[src/rtl/match_controller.sv]
// Pong match sequencer: idle screen, serve countdown, live play, post-point
// freeze, user pause and game over. Keeps both scores and drives the ball
// gating, countdown digit and winner flag for the graphics layer.
module match_controller #(
    parameter int unsigned MAX_SCORE   = 5,
    parameter int unsigned SEC_TICKS   = 60,
    parameter int unsigned POINT_TICKS = 90
) (
    input  logic       mclk,
    input  logic       reset,
    input  logic       tick,
    input  logic       start,
    input  logic       point1,
    input  logic       point2,
    output logic       ball_run,
    output logic       ball_center,
    output logic       serve_dir,
    output logic [2:0] score1,
    output logic [2:0] score2,
    output logic [1:0] countdown,
    output logic       playing,
    output logic       winner,
    output logic [2:0] state
);

    localparam int unsigned MAX_TICKS = (SEC_TICKS > POINT_TICKS) ? SEC_TICKS : POINT_TICKS;
    localparam int unsigned CNT_W     = (MAX_TICKS > 1) ? $clog2(MAX_TICKS) : 1;

    localparam logic [CNT_W-1:0] SEC_LAST   = CNT_W'(SEC_TICKS - 1);
    localparam logic [CNT_W-1:0] POINT_LAST = CNT_W'(POINT_TICKS - 1);
    localparam logic [2:0]       WIN_SCORE  = 3'(MAX_SCORE);

    typedef enum logic [2:0] {
        ST_IDLE  = 3'd0,
        ST_SERVE = 3'd1,
        ST_PLAY  = 3'd2,
        ST_POINT = 3'd3,
        ST_PAUSE = 3'd4,
        ST_OVER  = 3'd5
    } state_e;

    state_e           state_q,       state_d;
    logic [2:0]       score1_q,      score1_d;
    logic [2:0]       score2_q,      score2_d;
    logic             serve_dir_q,   serve_dir_d;
    logic             winner_q,      winner_d;
    logic [1:0]       countdown_q,   countdown_d;
    logic [CNT_W-1:0] cnt_q,         cnt_d;
    logic             ball_run_q,    ball_run_d;
    logic             ball_center_q, ball_center_d;
    logic             playing_q,     playing_d;

    // [0],[1] form the synchronizer; [2] holds the previous synchronized level
    logic [2:0]       start_sync_q;
    logic             start_evt;
    logic [2:0]       score1_inc;
    logic [2:0]       score2_inc;

    assign start_evt  = start_sync_q[1] & ~start_sync_q[2];
    assign score1_inc = score1_q + 3'd1;
    assign score2_inc = score2_q + 3'd1;

    // Bring the raw button into the mclk domain and keep one cycle of history
    always_ff @(posedge mclk or negedge reset) begin
        if (!reset) begin
            start_sync_q <= '0;
        end else begin
            start_sync_q <= {start_sync_q[1:0], start};
        end
    end

    // Next-state, score, countdown and tick-counter logic
    always_comb begin
        state_d     = state_q;
        score1_d    = score1_q;
        score2_d    = score2_q;
        serve_dir_d = serve_dir_q;
        winner_d    = winner_q;
        countdown_d = countdown_q;
        cnt_d       = cnt_q;

        case (state_q)
            ST_IDLE, ST_OVER: begin
                if (start_evt) begin
                    score1_d    = '0;
                    score2_d    = '0;
                    serve_dir_d = 1'b0;
                    winner_d    = 1'b0;
                    countdown_d = 2'd3;
                    cnt_d       = '0;
                    state_d     = ST_SERVE;
                end
            end

            ST_SERVE: begin
                if (tick) begin
                    if (cnt_q == SEC_LAST) begin
                        cnt_d = '0;
                        if (countdown_q == 2'd1) begin
                            countdown_d = '0;
                            state_d     = ST_PLAY;
                        end else begin
                            countdown_d = countdown_q - 2'd1;
                        end
                    end else begin
                        cnt_d = cnt_q + CNT_W'(1);
                    end
                end
            end

            ST_PLAY: begin
                // A scored point takes priority over a pause request
                if (tick && (point1 || point2)) begin
                    cnt_d = '0;
                    if (point1 && point2) begin
                        state_d = ST_POINT;
                    end else if (point1) begin
                        score1_d = score1_inc;
                        if (score1_inc == WIN_SCORE) begin
                            winner_d = 1'b1;
                            state_d  = ST_OVER;
                        end else begin
                            serve_dir_d = 1'b1;
                            state_d     = ST_POINT;
                        end
                    end else begin
                        score2_d = score2_inc;
                        if (score2_inc == WIN_SCORE) begin
                            winner_d = 1'b0;
                            state_d  = ST_OVER;
                        end else begin
                            serve_dir_d = 1'b0;
                            state_d     = ST_POINT;
                        end
                    end
                end else if (start_evt) begin
                    state_d = ST_PAUSE;
                end
            end

            ST_POINT: begin
                if (tick) begin
                    if (cnt_q == POINT_LAST) begin
                        cnt_d       = '0;
                        countdown_d = 2'd3;
                        state_d     = ST_SERVE;
                    end else begin
                        cnt_d = cnt_q + CNT_W'(1);
                    end
                end
            end

            ST_PAUSE: begin
                if (start_evt) begin
                    state_d = ST_PLAY;
                end
            end

            default: begin
                countdown_d = '0;
                cnt_d       = '0;
                state_d     = ST_IDLE;
            end
        endcase
    end

    // Ball gating and status flags, decoded from the next state so they register with it
    always_comb begin
        ball_run_d    = (state_d == ST_PLAY);
        ball_center_d = (state_d == ST_IDLE) || (state_d == ST_SERVE) || (state_d == ST_OVER);
        playing_d     = (state_d == ST_SERVE) || (state_d == ST_PLAY) ||
                        (state_d == ST_POINT) || (state_d == ST_PAUSE);
    end

    // Match state register
    always_ff @(posedge mclk or negedge reset) begin
        if (!reset) begin
            state_q       <= ST_IDLE;
            score1_q      <= '0;
            score2_q      <= '0;
            serve_dir_q   <= 1'b0;
            winner_q      <= 1'b0;
            countdown_q   <= '0;
            cnt_q         <= '0;
            ball_run_q    <= 1'b0;
            ball_center_q <= 1'b1;
            playing_q     <= 1'b0;
        end else begin
            state_q       <= state_d;
            score1_q      <= score1_d;
            score2_q      <= score2_d;
            serve_dir_q   <= serve_dir_d;
            winner_q      <= winner_d;
            countdown_q   <= countdown_d;
            cnt_q         <= cnt_d;
            ball_run_q    <= ball_run_d;
            ball_center_q <= ball_center_d;
            playing_q     <= playing_d;
        end
    end

    assign state       = state_q;
    assign score1      = score1_q;
    assign score2      = score2_q;
    assign serve_dir   = serve_dir_q;
    assign winner      = winner_q;
    assign countdown   = countdown_q;
    assign ball_run    = ball_run_q;
    assign ball_center = ball_center_q;
    assign playing     = playing_q;

endmodule

[config.mk]
export PLATFORM = sky130hd
export DESIGN_NAME = match_controller
export DESIGN_NICKNAME = d
export VERILOG_FILES = /design/src/rtl/match_controller.sv
export SDC_FILE = /design/constraint.sdc
export NUM_CORES = 1
export LEC_CHECK = 0
export BUFFER_PORTS_ARGS = -buffer_cell sky130_fd_sc_hd__buf_2
export CORE_MARGIN = 2
export CORE_UTILIZATION = 55
export CTS_CLUSTER_SIZE = 28
export DETAILED_ROUTE_END_ITERATION = 7
export HOLD_SLACK_MARGIN = 0.05
export PLACE_DENSITY = 0.82
export SLEW_MARGIN = 20
export SYNTH_ARGS = -nofsm -noshare
export SYNTH_HDL_FRONTEND = slang
export SYNTH_SLANG_ARGS = --single-unit
[constraint.sdc]
create_clock -name mclk -period 4.5 [get_ports mclk]
set_input_delay 0.9 -clock mclk [delete_from_list [all_inputs] [get_ports mclk]]
set_output_delay 0.9 -clock mclk [all_outputs]
set_load 0.02 [all_outputs]
# --- Word-level counts from Yosys, hierarchy flattened ---
# Cells that the tools add are included.
# Widths: inputs -> output; s select.
totals:
  ff_bits: 26
  out_inout_bits: 16
  wordCells: 116
classes:
  addsub: 4
  eq_ne: 28
  n_mux: 50
  bitwise: 4
  n_reduce_logical: 19
op_table:
  columns: ["operator", "count"]
  rows:
  - ["$mux 3", 20]
  - ["$mux 7", 6]
  - ["$pmux 7 s5", 1]
  - ["$eq 3x3->1 const B", 6]
  - ["$ne 2x2->1 const B", 9]
  - ["$reduce_and 6->1", 3]
  - ["$pmux 3 s5", 1]
  - ["$reduce_and 5->1", 3]
  - ["$eq 3x2->1 const B", 4]
  - ["$mux 2", 6]
  - ["$ne 3x3->1 const B", 4]
  - ["$pmux 3 s2", 2]
  - ["$mux 1", 11]
  - ["$pmux 2 s4", 1]
  - ["$add 7x1->7 const B", 1]
  - ["$eq 7x6->1 const B", 1]
  - ["$eq 7x7->1 const B", 1]
  - ["$add 3x1->3 const B", 2]
  - ["$eq 3x1->1 const B", 2]
  - ["$logic_not 3->1", 2]
  - ["$logic_or 1x1->1", 6]
  - ["$pmux 1 s2", 2]
  - ["$reduce_or 2->1", 2]
  - ["$not 1->1", 3]
  - ["other kinds (5)", 6]

# --- Depth between registers and ports, before layout ---
depth:
  depth_word: 11
  mapped_depth: 8

# --- Least setup slack after synthesis ---
# No wires, ideal clock.
synth_timing:
  path_kind: "input -> register"
  startpoint: "in point2"
  endpoint: "reg score2_q[0] (netlist: score2[0])"
  t_arrival_ps: 1877
  setup_slack_ps: 2502
  path_stages: 5
  path_buffers: 0
  path_cell_list: "xor2_1 > a31oi_1 > o31a_1 > a21o_1 > a22o_1"
synth_via:
  elab_chain_cells: 4
  word_cells_on_any_way: 6
  cone_classes: "eq/ne: 2; reduce/logical: 4"
synth_rtl:
  columns: ["item", "line", "rtl"]
  rows:
  - ["start: declaration", "14", "input logic point2,"]
  - ["$logic_or 1x1->1", "113", "if (tick && (point1 || point2)) begin"]
  - ["$logic_and 1x1->1", "113", null]
  - ["$ne 2x2->1 (no line)", null, null]
  - ["$reduce_and 5->1 (no line) *", null, null]
  - ["end signal: assignment", "191", "score2_q <= score2_d;"]
  - ["end: declaration", "44", "logic [2:0] score2_q, score2_d;"]
# Mark *: on every way between the ends. The rest lies on a longest branch, timed or not.
# A chain may end at the register's enable or synchronous reset.

# --- Worst setup path after layout ---
layout_timing:
  startpoint: "reg state_q[1] (netlist: state[1])"
  endpoint: "out state[1]"
layout_rtl:
  columns: ["item", "line", "rtl"]
  rows:
  - ["start: declaration", "42", "state_e state_q, state_d;"]
  - ["start signal: assignment", "189", "state_q <= state_d;"]
  - ["end: declaration", "23", "output logic [2:0] state"]
# No word-level cell between the ends.

==> reports/results.txt <==
Placement Rows: 19
Max Root-Sink Buffers: 2
post-synthesis sequential area ratio: 41.8%
Min-Delay Path Class: flip-flop to flip-flop
Syn-to-layout area delta: 10.7%
Worst Hold Path EP: start_sync_q[1]
GRT busiest layer: met2
unrepaired setup endpoints after global routing: no
multiplexer area fraction after synthesis: 2.17%
Detailed Route Iter0 Violations: 55
placed instance area: 0.00168 mm2
slowest stage cell on the critical path: dfrtp_1
Min-Delay Startpoint: start_sync_q[0]
Peak VDD IR: 0.339 mV
clk root buf: clkbuf_4
post-route cell area: 0.00173 mm2
pwr/cell area: 342 mW/mm2
Hold Path Stages: 0
Synth Area in XOR/XNOR: 2.25%
status: finished clean
Initial Util: 57.1%
Post-Syn Nets: 172
Die Y: 57.3 um
first-pass GRT wire length: 5.00 mm
Final WS setup: 2390 ps
MaxCap Viol Count: 0
crit path capture type: output port
CTS tree: yes
Yosys cell types: 46
DRC Markers: 0
reg2reg setup slack: 2420 ps
largest net degree at the start of global routing: 27
DP Cell Count: 206
grt total ovfl: 0
YS warnings: 0
drt total wl: 2.83 mm
ant diodes: 0
reg2reg path depth: 5
crit path max fanout: 13
CP max stage delay: 640 ps
post-synthesis compound-gate area fraction: 21.1%
Place WS: 2100 ps
grt met2 use: 30.2%
routed via count: 1,238
M3 GR Usage: 2.49%
number of synthesized flops with an enable pin: 0
via count of the first global-routing pass: 1,188
largest family of logic cells by synthesized area: compound AO/OA/AOI/OAI gates
Netlist Area Pre-Place: 0.00156 mm2
H-tree lvl count: 1
Synth Instances: 159
max_slew headroom: 62.3%
Final Total Pwr: 0.000590 W
commonest non-fill, non-tap cell in the layout: dfrtp_1
clock skew: 7.73 ps
# hold bufs at CTS: 0
initial antenna violation count: 0
CP Data Required Time: 3600 ps
Buf/Inv on CP: 1
delay-heaviest family, CP: flip-flops
critical path arrival: 1210 ps
Worst-Margin Slew: 565 ps
final hold violation count: 0
cts bufs inserted: 3
Non-Filler Instances: 210
period utilization: 46.8%
first drt pass iteration count: 4
I/O Buffers: 21
die area: 0.00328 mm2
# setup viols final: 0
Routability Congestion: 0.900
GRT Total Usage: 19.3%
Max Slew Vio Count: 0
Clk Latency, worst-skew pair: 310 ps
layout cells sized above 1: 22.3%
setup_tns: 0 ps
CORE AREA: 0.00273 mm2
Fmax: 475 MHz
reg2reg end: playing
Main synth FF type: dfrtp_1
clock-pin slew on the worst setup and hold paths: 140 ps
HPWL after DPL: 2.17 mm
syn avg cell area: 9.81 um2
Worst Path Class, Setup: flip-flop to output port
Synth Area in Simple Gates: 20.9%
number of synthesized register bits: 26
Post-CTS Resized: 0
Wirelength per Cell: 13.5 um
met1 Use GR: 25.5%
Post-synth ARST share: 100%
Layout fillers: 218
Detail Route Antenna Nets: 0
fin nets: 193
Leakage: 0.825 nW
r2r startpoint: state[1]
commonest non-fill, non-tap cells in the layout: dfrtp_1, buf_2, inv_1, nor2_1, nand2_1
Tmin final: 2110 ps
Vias/cell: 5.90
adder-cell share of the synthesized area: 6.34%
CP startpoint: state[1]
IO Count: 22
CP startpoint kind: flip-flop
CTS Sinks: 26
CP Cell Sequence: buf_2
die width: 57.3 um
Setup Buffers After CTS: 0
[per-layer routing]
layer	routed length [um]	part of all wire [%]	up-vias
met5	0	0	-
met4	59	2.1	0
met3	108	3.8	6
met2	1440	51	37
met1	1230	43	589
li1	-	-	606
[state kept, by name, indices dropped and copies added, names as in the netlist]
signal,count
ball_center,1
ball_run,1
cnt_q,7
countdown,2
playing,1
score1,3
score2,3
serve_dir,1
start_sync_q,3
state,3
winner,1
[synthesized netlist by cell type, drive strengths merged, types with 2 or more instances]
master | number | area share (%)
nor2 | 13 | 3.1
nand3 | 6 | 1.9
dfrtp | 25 | 40
a21oi | 4 | 1.5
xor2 | 3 | 1.7
a22o | 7 | 3.9
a21o | 2 | 0.96
inv | 15 | 3.6
ha | 7 | 5.6
nand2b | 4 | 1.6
o21ai | 13 | 4.2
and3 | 3 | 1.2
buf | 4 | 1.6
nor3b | 3 | 2.4
nor2b | 6 | 2.9
o221a | 2 | 2.0
o31ai | 2 | 1.8
mux2 | 3 | 2.2
nand2 | 10 | 2.4
o22ai | 2 | 0.80
nor3 | 6 | 2.2
o21a | 3 | 1.4
[layout make-up]
| type | instances | area, um2 | share of cell area, % |
|---|---|---|---|
| clock buffer | 3 | 22.5 | 1.30 |
| clock inverter | 1 | 30.0 | 1.74 |
| inverter | 15 | 56.3 | 3.26 |
| multi-input combinational | 113 | 823 | 47.6 |
| sequential | 26 | 652 | 37.7 |
| tap | 31 | 38.8 | 2.24 |
| timing repair buffer | 21 | 105 | 6.08 |
[where the power goes]
part	switching (W)	internal, W
Sequential	0.0000265	0.000256
Combinational	0.0000874	0.0000640
Clock	0.0000659	0.0000900
Total	0.000180	0.000410
[worst max-delay path by stage]
stage	endpoint	slack (ps)	depth (start not counted)
2_1_floorplan	score2[0]	2500	5
3_3_place_gp	score2[0]	2180	6
3_5_place_dp	score2[0]	2100	6
4_1_cts	state[1]	2370	1
5_1_grt	playing	2230	5
6_report	state[1]	2390	1
[through the flow]
step	hold slack, ps	util, %
2_1_floorplan	331	-
3_3_place_gp	341	61.3
3_5_place_dp	345	61.3
4_1_cts	377	63.2
5_1_grt	396	63.2
6_report	377	63.2
[cells by family after synthesis]
kind of cell	count (synthesis)
compound gates	42
xor+xnor	4
fa+ha+maj	8
buf+inv	20
flops	26
mux	3
simple gates	56
Note: power is estimated with default switching activity, not from simulation.
